### src/rtl/noc_adaptive_route_selector_pkg.sv
// Shared NoC types: mesh config, routing modes, one-hot output routes, flit/header layout.
// Pure type/constant package; no logic, no latency, no flow control.
package noc_config_pkg;

  typedef struct packed {
    int size_x;
    int size_y;
    int virtual_channels;
  } noc_cfg_t;

  localparam noc_cfg_t NOC_DEFAULT_CONFIG = '{size_x: 4, size_y: 4, virtual_channels: 2};

  typedef enum logic [1:0] {
    NOC_X_Y_ROUTING        = 2'd0,
    NOC_Y_X_ROUTING        = 2'd1,
    NOC_WEST_FIRST_ROUTING = 2'd2
  } noc_routing_mode;

  // Bit n of the one-hot route is output port n (X+, X-, Y+, Y-, LOCAL).
  typedef enum logic [4:0] {
    ROUTE_NA      = 5'b00000,
    ROUTE_X_PLUS  = 5'b00001,
    ROUTE_X_MINUS = 5'b00010,
    ROUTE_Y_PLUS  = 5'b00100,
    ROUTE_Y_MINUS = 5'b01000,
    ROUTE_LOCAL   = 5'b10000
  } e_route;

  typedef struct packed {
    noc_routing_mode routing_mode;
    logic            invalid_destination;
    logic [3:0]      dest_x;
    logic [3:0]      dest_y;
    logic [20:0]     payload;
  } hdr_t;

  typedef struct packed {
    logic        head;
    logic        tail;
    logic [31:0] data;
  } flit_t;

  typedef enum logic {
    CH_IDLE = 1'b0,
    CH_BUSY = 1'b1
  } chan_state_e;

  function automatic e_route prefer(input e_route first, input e_route second);
    if (first != ROUTE_NA) return first;
    if (second != ROUTE_NA) return second;
    return ROUTE_LOCAL;
  endfunction

endpackage

### src/rtl/noc_adaptive_route_selector_channel.sv
// Per-VC route decision, packet route lock and west-first tie-break (NOC_ADAPTIVE_ROUTING_EN).
// Head routed combinationally in its own cycle; body/tail use the locked route; state advances only on valid&ready.
module noc_route_channel
  import noc_config_pkg::*;
#(
  parameter noc_cfg_t   CONFIG          = NOC_DEFAULT_CONFIG,
  parameter int         X               = 0,
  parameter int         Y               = 0,
  parameter logic [4:0] AVAILABLE_PORTS = 5'b11111
) (
  input  logic       clk,
  input  logic       rst_n,
  input  logic       valid,
  input  logic       ready,
  input  flit_t      flit,
  input  logic [4:0] congested,
  output e_route     route,
  output flit_t      flit_patched
);

  chan_state_e state_q, state_d;
  e_route      route_q, route_d;
  e_route      decision, x_cand, y_cand;
  hdr_t        hdr, hdr_marked;
  logic        invalid_dest;
  logic        accept;

  assign hdr          = hdr_t'(flit.data);
  assign accept       = valid & ready;
  assign invalid_dest = (int'(hdr.dest_x) >= CONFIG.size_x) || (int'(hdr.dest_y) >= CONFIG.size_y);

  always_comb begin
    hdr_marked = hdr;
    hdr_marked.invalid_destination = 1'b1;
  end

  always_comb begin
    x_cand = ROUTE_NA;
    y_cand = ROUTE_NA;
    if (int'(hdr.dest_x) > X && AVAILABLE_PORTS[0])      x_cand = ROUTE_X_PLUS;
    else if (int'(hdr.dest_x) < X && AVAILABLE_PORTS[1]) x_cand = ROUTE_X_MINUS;
    if (int'(hdr.dest_y) > Y && AVAILABLE_PORTS[2])      y_cand = ROUTE_Y_PLUS;
    else if (int'(hdr.dest_y) < Y && AVAILABLE_PORTS[3]) y_cand = ROUTE_Y_MINUS;
  end

`ifdef NOC_ADAPTIVE_ROUTING_EN
  logic ptr_q, ptr_d;
  logic tie;
  logic x_cong, y_cong;

  assign x_cong = congested[0];
  assign y_cong = |(congested & y_cand);
`else
  logic unused_congested;
  assign unused_congested = ^congested;
`endif

  always_comb begin
    decision = prefer(x_cand, y_cand);
`ifdef NOC_ADAPTIVE_ROUTING_EN
    tie = 1'b0;
`endif
    if (invalid_dest) begin
      decision = ROUTE_LOCAL;
    end else begin
      case (hdr.routing_mode)
        NOC_Y_X_ROUTING: decision = prefer(y_cand, x_cand);
`ifdef NOC_ADAPTIVE_ROUTING_EN
        NOC_WEST_FIRST_ROUTING: begin
          // West moves are never adaptive; single candidates fall through to the XY default.
          if (x_cand == ROUTE_X_MINUS) begin
            decision = ROUTE_X_MINUS;
          end else if (x_cand == ROUTE_X_PLUS && y_cand != ROUTE_NA) begin
            if (x_cong != y_cong) begin
              decision = x_cong ? y_cand : ROUTE_X_PLUS;
            end else begin
              tie      = 1'b1;
              decision = ptr_q ? y_cand : ROUTE_X_PLUS;
            end
          end
        end
`endif
        default: ;
      endcase
    end
  end

  always_comb begin
    state_d      = state_q;
    route_d      = route_q;
    route        = ROUTE_NA;
    flit_patched = flit;
`ifdef NOC_ADAPTIVE_ROUTING_EN
    ptr_d        = ptr_q;
`endif
    case (state_q)
      CH_IDLE: begin
        if (valid && flit.head) begin
          route = decision;
          if (invalid_dest) flit_patched.data = hdr_marked;
          if (accept) begin
            if (!flit.tail) begin
              state_d = CH_BUSY;
              route_d = decision;
            end
`ifdef NOC_ADAPTIVE_ROUTING_EN
            if (tie) ptr_d = ~ptr_q;
`endif
          end
        end
      end
      CH_BUSY: begin
        // A stray head here is forwarded on the locked route, never re-decided.
        route = route_q;
        if (accept && flit.tail) state_d = CH_IDLE;
      end
      default: state_d = CH_IDLE;
    endcase
  end

  always_ff @(posedge clk or negedge rst_n) begin
    if (!rst_n) begin
      state_q <= CH_IDLE;
      route_q <= ROUTE_NA;
    end else begin
      state_q <= state_d;
      route_q <= route_d;
    end
  end

`ifdef NOC_ADAPTIVE_ROUTING_EN
  always_ff @(posedge clk or negedge rst_n) begin
    if (!rst_n) ptr_q <= 1'b0;
    else        ptr_q <= ptr_d;
  end
`endif

endmodule

### src/rtl/noc_adaptive_route_selector.sv
// Router route selector: per-VC route channels, flit demux and per-port VC merge; west-first under NOC_ADAPTIVE_ROUTING_EN.
// Zero-cycle head steering; VC ready = downstream ready & grant of the routed port; masked ports tied off.
module noc_adaptive_route_selector
  import noc_config_pkg::*;
#(
  parameter noc_cfg_t   CONFIG          = NOC_DEFAULT_CONFIG,
  parameter int         X               = 0,
  parameter int         Y               = 0,
  parameter logic [4:0] AVAILABLE_PORTS = 5'b11111,
  localparam int        CHANNELS        = CONFIG.virtual_channels,
  localparam int        VCW             = (CHANNELS > 1) ? $clog2(CHANNELS) : 1
) (
  input  logic                     clk,
  input  logic                     rst_n,
  input  logic [CHANNELS-1:0]      flit_in_valid,
  output logic [CHANNELS-1:0]      flit_in_ready,
  input  flit_t                    flit_in [CHANNELS],
  output logic [4:0]               flit_out_valid,
  input  logic [4:0][CHANNELS-1:0] flit_out_ready,
  output flit_t                    flit_out [5],
  output logic [4:0][VCW-1:0]      flit_out_vc,
  output logic [4:0][CHANNELS-1:0] port_request,
  output logic [4:0][CHANNELS-1:0] port_free,
  output logic [4:0][CHANNELS-1:0] port_start_of_packet,
  output logic [4:0][CHANNELS-1:0] port_end_of_packet,
  input  logic [4:0][CHANNELS-1:0] port_grant,
  input  logic [4:0]               i_congested
);

  e_route                   route     [CHANNELS];
  flit_t                    chan_flit [CHANNELS];
  logic [4:0][CHANNELS-1:0] port_valid;
  logic [4:0][CHANNELS-1:0] port_ready;

  for (genvar i = 0; i < CHANNELS; i++) begin : g_chan
    logic [4:0] route_bits;
    logic [4:0] ready_bits;

    noc_route_channel #(
      .CONFIG         (CONFIG),
      .X              (X),
      .Y              (Y),
      .AVAILABLE_PORTS(AVAILABLE_PORTS)
    ) u_chan (
      .clk         (clk),
      .rst_n       (rst_n),
      .valid       (flit_in_valid[i]),
      .ready       (flit_in_ready[i]),
      .flit        (flit_in[i]),
      .congested   (i_congested),
      .route       (route[i]),
      .flit_patched(chan_flit[i])
    );

    assign route_bits       = route[i];
    assign flit_in_ready[i] = |(route_bits & ready_bits);

    for (genvar p = 0; p < 5; p++) begin : g_port
      assign port_ready[p][i]           = AVAILABLE_PORTS[p] & flit_out_ready[p][i] & port_grant[p][i];
      assign ready_bits[p]              = port_ready[p][i];
      assign port_valid[p][i]           = AVAILABLE_PORTS[p] & route_bits[p] & flit_in_valid[i];
      assign port_request[p][i]         = port_valid[p][i];
      assign port_free[p][i]            = AVAILABLE_PORTS[p] & route_bits[p] & flit_in_ready[i];
      assign port_start_of_packet[p][i] = port_valid[p][i] & flit_in[i].head;
      assign port_end_of_packet[p][i]   = port_valid[p][i] & flit_in[i].tail & flit_in_ready[i];
    end
  end

  for (genvar p = 0; p < 5; p++) begin : g_merge
    if (AVAILABLE_PORTS[p]) begin : g_on
      logic           m_valid;
      flit_t          m_flit;
      logic [VCW-1:0] m_vc;

      // The output arbiter grants one VC at a time; lowest index wins if it ever grants several.
      always_comb begin
        m_valid = 1'b0;
        m_flit  = '0;
        m_vc    = '0;
        for (int i = CHANNELS - 1; i >= 0; i--) begin
          if (port_valid[p][i] && port_grant[p][i]) begin
            m_valid = 1'b1;
            m_flit  = chan_flit[i];
            m_vc    = VCW'(i);
          end
        end
      end

      assign flit_out_valid[p] = m_valid;
      assign flit_out[p]       = m_flit;
      assign flit_out_vc[p]    = m_vc;
    end else begin : g_off
      assign flit_out_valid[p] = 1'b0;
      assign flit_out[p]       = '0;
      assign flit_out_vc[p]    = '0;
    end
  end

endmodule
### config.mk
export PLATFORM = sky130hd
export DESIGN_NAME = noc_adaptive_route_selector
export DESIGN_NICKNAME = d
export VERILOG_FILES = /design/src/rtl/noc_adaptive_route_selector_pkg.sv /design/src/rtl/noc_adaptive_route_selector_channel.sv /design/src/rtl/noc_adaptive_route_selector.sv
export SDC_FILE = /design/constraint.sdc
export NUM_CORES = 1
export LEC_CHECK = 0
export ABC_AREA = 1
export CORE_AREA = 4 4 123 125
export DETAILED_ROUTE_END_ITERATION = 6
export DIE_AREA = 0 0 127 129
export PLACE_DENSITY = 0.65
export SLEW_MARGIN = 25
export SYNTH_ARGS = -nofsm -noshare
export SYNTH_HDL_FRONTEND = slang
export SYNTH_SLANG_ARGS = --single-unit
### constraint.sdc
create_clock -name clk -period 3.15 [get_ports clk]
set_clock_uncertainty 0.2 [all_clocks]
set_input_delay 0.63 -clock clk [delete_from_list [all_inputs] [get_ports clk]]
set_output_delay 0.63 -clock clk [all_outputs]
set_load 0.1 [all_outputs]
* Word level (Yosys, flattened, before mapping)
Cells that the tools add are included.
Cells by class: add/sub/neg operators 0, multipliers 0, div/mod/pow operators 0, $lt $le $gt $ge 8, equality and inequality tests 2, shifts and indexed selects 0, muxes and demuxes 85, bitwise gates (word level) 68, reductions and logical operators 24
Operators with widths (count):
- 34-bit two-way mux | 10
- 30-bit two-way mux | 6
- 5-bit two-way mux | 22
- 1-bit bitwise AND | 62
- 1-bit two-way mux | 41
- 5-bit case mux with 2 select lines | 2
- 5-bit nonzero test | 4
- 4-bit by 3-bit >= comparator with 1-bit output (second input constant) | 4
- 4-bit by 1-bit > comparator with 1-bit output (second input constant) | 4
- 1-bit logical AND | 14
- 5-bit bitwise AND | 2
- 5-bit OR reduction | 2
- 4-bit AND reduction | 2
- 3-bit two-way mux | 2
- 2-bit by 1-bit equality test with 1-bit output (second input constant) | 2
- 1-bit inverter | 4
- 1-bit case mux with 2 select lines | 2
- 1-bit logical OR | 2
Storage, ports and cells: flip-flop bits (word level) 12, bits in latches 0, bits in writable memories 0, ROM bits 0, bits of input ports 97, memories 0

* Longest topological paths before layout
Gate-level depths: netlist (run 1).
depth after elaboration 21, depth in mapped cells 13, depth with buffers taken out 12

* Cells and area by module
Synthesis (run 1) repeated with hierarchy kept, for this count alone.
Second synthesis, totals: cell total of the unflattened synthesis 581, area total of the unflattened synthesis 3443.3 µm²
By module, submodules not included:
- noc_adaptive_route_selector | times used 1, cells an instance 401, area each 2242.2 µm²
- noc_route_channel | times used 2, cells an instance 90, area each 600.6 µm²

* Least setup slack after synthesis (run 1)
OpenSTA, ideal clock, no wires.
path kind input to output, start in flit_in[57] (netlist name), end out flit_out[101] (netlist name), arrival time 3.649 ns, path slack -1.329 ns, stages 9, cell sequence nor2_2 -> nand2_1 -> nor2_2 -> nand3_2 -> nand2_2 -> inv_2 -> nor2_1 -> nand2_1 -> o21ai_0
RTL lines:
- from (decl) | RTL line noc_adaptive_route_selector.sv:17 | input flit_t flit_in [CHANNELS],
- to (decl) | RTL line noc_adaptive_route_selector.sv:20 | output flit_t flit_out [5],

==> impl_metrics.json, run 1 <==
{
  "ys_async_sr_fraction_pct": 100,
  "final_nets": 967,
  "whs_ps": 278,
  "p_per_area_nw_per_um2": 179,
  "core_area_um2": 13900,
  "cts_tree": "yes",
  "worstPathRequired_ps": 2320,
  "drive_gt1_share_pct": 62.2,
  "die_w_um": 127,
  "drv_slew": 0,
  "grt_overflow_total": 0,
  "min_to": "g_chan[0].u_chan.route_q[2]$_DFFE_PN0P_",
  "antenna_found_initial": 0,
  "rsz0062_at_grt": "true",
  "drcViolationCount": 0,
  "violations": "setup timing",
  "vias": 4494,
  "rrSetupSlack_ps": 990,
  "ys_seq_area_share_pct": 6.24,
  "tightest_slew_ps": 641,
  "fin_util_pct": 68.6,
  "status": "finished with violations",
  "boundaryPins": 319,
  "critPathKind": "input port to primary output",
  "arrival_ps": 2320,
  "cts-htree-levels": 1,
  "r2r_end": "g_chan[0].u_chan.route_q[0]$_DFFE_PN0P_",
  "r2r_cells": 12,
  "post-place-cells": 1001,
  "ys_warn_count": 0,
  "maxCapViolations": 0,
  "synth_top_area_share_pct": 23.1,
  "wl_um": 17500,
  "fin_cells": 1048,
  "synth.area.top_cells": "buf_4, nand2_1, o21ai_2",
  "dpl.hpwl_um": 13200,
  "rr_startpoint": "g_chan[0].u_chan.state_q$_DFF_PN0_",
  "path_clk_slew_ps": 40,
  "numCtsBuffers": 3,
  "dr.pass1.iters": 4,
  "dieHeight_um": 129,
  "synth-main-ff-cell": "dfrtp_1",
  "grt_start_max_net_pins": 23,
  "synth-edff-count": 0,
  "antenna_cells": 0,
  "wl_per_cell_um": 16.7,
  "fmax_mhz": 317,
  "hold_viol_final": 0,
  "worstSkewPairLatency_ps": 230,
  "cts_root_buf": "clkbuf_16",
  "cp_max_fo": 6,
  "min_path_type": "flop to flop",
  "synth-seq-cells": 8,
  "postSynthAreaPerCell_um2": 5.91,
  "synth_most_common_cell": "nand2_1",
  "min_from": "g_chan[0].u_chan.route_q[2]$_DFFE_PN0P_",
  "die-area_um2": 16400,
  "timing.final.ws_setup_ps": -0.427,
  "final_antenna_net_count": 0,
  "hold_depth": 2,
  "synth_top_area_cell": "buf_4",
  "leakage_uw": 0.00436,
  "syn_to_final_growth_pct": 197,
  "grt_use_total_pct": 18.4,
  "final-setup-viol-count": 1,
  "cts_sinks": 8,
  "worstSetupEndpointType": "primary output",
  "gp_congestion": 0.832,
  "drt_iter0_drc": 157,
  "netlist_top_cells_count": "nand2_1, buf_4, inv_1, o21ai_2, o21ai_1",
  "fin_crit_sh_pct": 100,
  "first_global_vias": 4442,
  "grt_pass1_wl_um": 24100,
  "min_period_ps": 3150,
  "via_per_inst": 4.29,
  "netlist_area_um2": 3210,
  "io_buffers": 217,
  "synth_cell_type_count": 26,
  "placementRows": 43,
  "syn_inst": 543,
  "irDropWorstVdd_uv": 396,
  "slew_headroom_pct": 57.2,
  "cts_buffer_depth": 2,
  "critPathLaunchType": "input port",
  "initial_utilization_pct": 23.1
}
==> logic make-up after synthesis <==
family / after synthesis / share of synthesized area [%]
AO/OA/AOI/OAI: 112 / 23.5
buffers and inverters: 193 / 38.0
flip-flops: 8 / 6.24
other: 1 / 0.117
AND/OR/NAND/NOR: 229 / 32.1
==> layout make-up <==
class / instances / area, µm²
repair buffers: 351 / 4990
fillers: 1000 / 4360
multi-input cells: 430 / 3670
inverters: 76 / 367
well taps: 180 / 225
flip-flops and latches: 8 / 200
clock buffers: 3 / 75.1
==> cell usage in the layout (no fill, tap or decap), types with 2 or more instances in the layout <==
cell	n
nor2_2	5
nand3_2	11
clkbuf_2	5
inv_2	11
buf_4	90
inv_1	52
nor2_4	18
nand2_8	4
nand3_4	2
clkbuf_16	9
nand2_4	45
inv_4	2
a21oi_1	5
nor3_1	2
nand3_1	9
dfrtp_1	8
buf_2	8
buf_8	3
clkinvlp_4	8
o21ai_0	3
nand4_1	3
conb_1	88
nor2_1	3
nand2_1	91
buf_12	155
buf_16	5
o21ai_4	100
clkdlybuf4s50_1	59
o21ai_2	2
buf_6	15
clkdlybuf4s15_1	3
nand2_2	36
==> what timing repair did <==
action	CTS	global route
endpoints found under the setup margin	125	115
hold buffers	0	0
pin swaps	34	35
resized for setup	118	92
gates cloned	6	8
buffers inserted	22	12
==> state kept, by name (all words and copies together), names as in the netlist <==
| name | cells |
|---|---|
| g_chan.u_chan.route_q | 6 |
| g_chan.u_chan.state_q | 2 |
==> power by group <==
group | internal, µW | switching [µW]
clock network | 164 | 47.0
logic | 362 | 1000
registers | 116 | 17.3
==> routing by layer <==
metal	share of wire, %	GRT usage (%)
met5	0	0
met4	1.0	1.32
met3	6.3	2.57
met2	56	36.8
met1	37	21.4
==> stage by stage <==
| stage | area, µm² | worst slack [ps] | power (µW) | TNS (ps) |
|---|---|---|---|---|
| after floorplan | 4890 | -490 | 1120 | -9460 |
| after global placement | 8470 | -392 | 1420 | -37280 |
| after detailed placement | 8470 | -425 | 1420 | -39980 |
| after CTS | 9030 | -22.5 | 1670 | -22.5 |
| after global routing | 9520 | -79.4 | 1760 | -1830 |
| final | 9520 | -0.427 | 1710 | -0.427 |
==> worst max-delay path: stages <==
cell,delay (ps)
buf_6,100
nor2_4,140
buf_6,120
nand3_4,60
nand2_2,90
nand3_2,70
nand2_2,110
nand2_4,60
nor2_4,230
nand2_8,130
clkbuf_16,200
o21ai_4,170
buf_12,190
==> worst max-delay path by stage <==
stage / startpoint / endpoint / slack (ps)
2_1_floorplan: flit_in[30] / flit_out[68] / -490
3_3_place_gp: flit_in[22] / flit_out[166] / -390
3_5_place_dp: flit_in[24] / flit_out[168] / -430
4_1_cts: flit_in[24] / flit_out[158] / -20
5_1_grt: flit_in[58] / flit_out[158] / -80
6_report: flit_in[28] / flit_out[87] / -0.4
No activity file was read; power rests on OpenSTA's default activity.
==> run 2, diff against run 1 <==
Settings changed: CTS_CLUSTER_SIZE set to 40.
==> results of run 2 <==
Same layout as run 1: the final DEF is identical, and so are final timing and power.
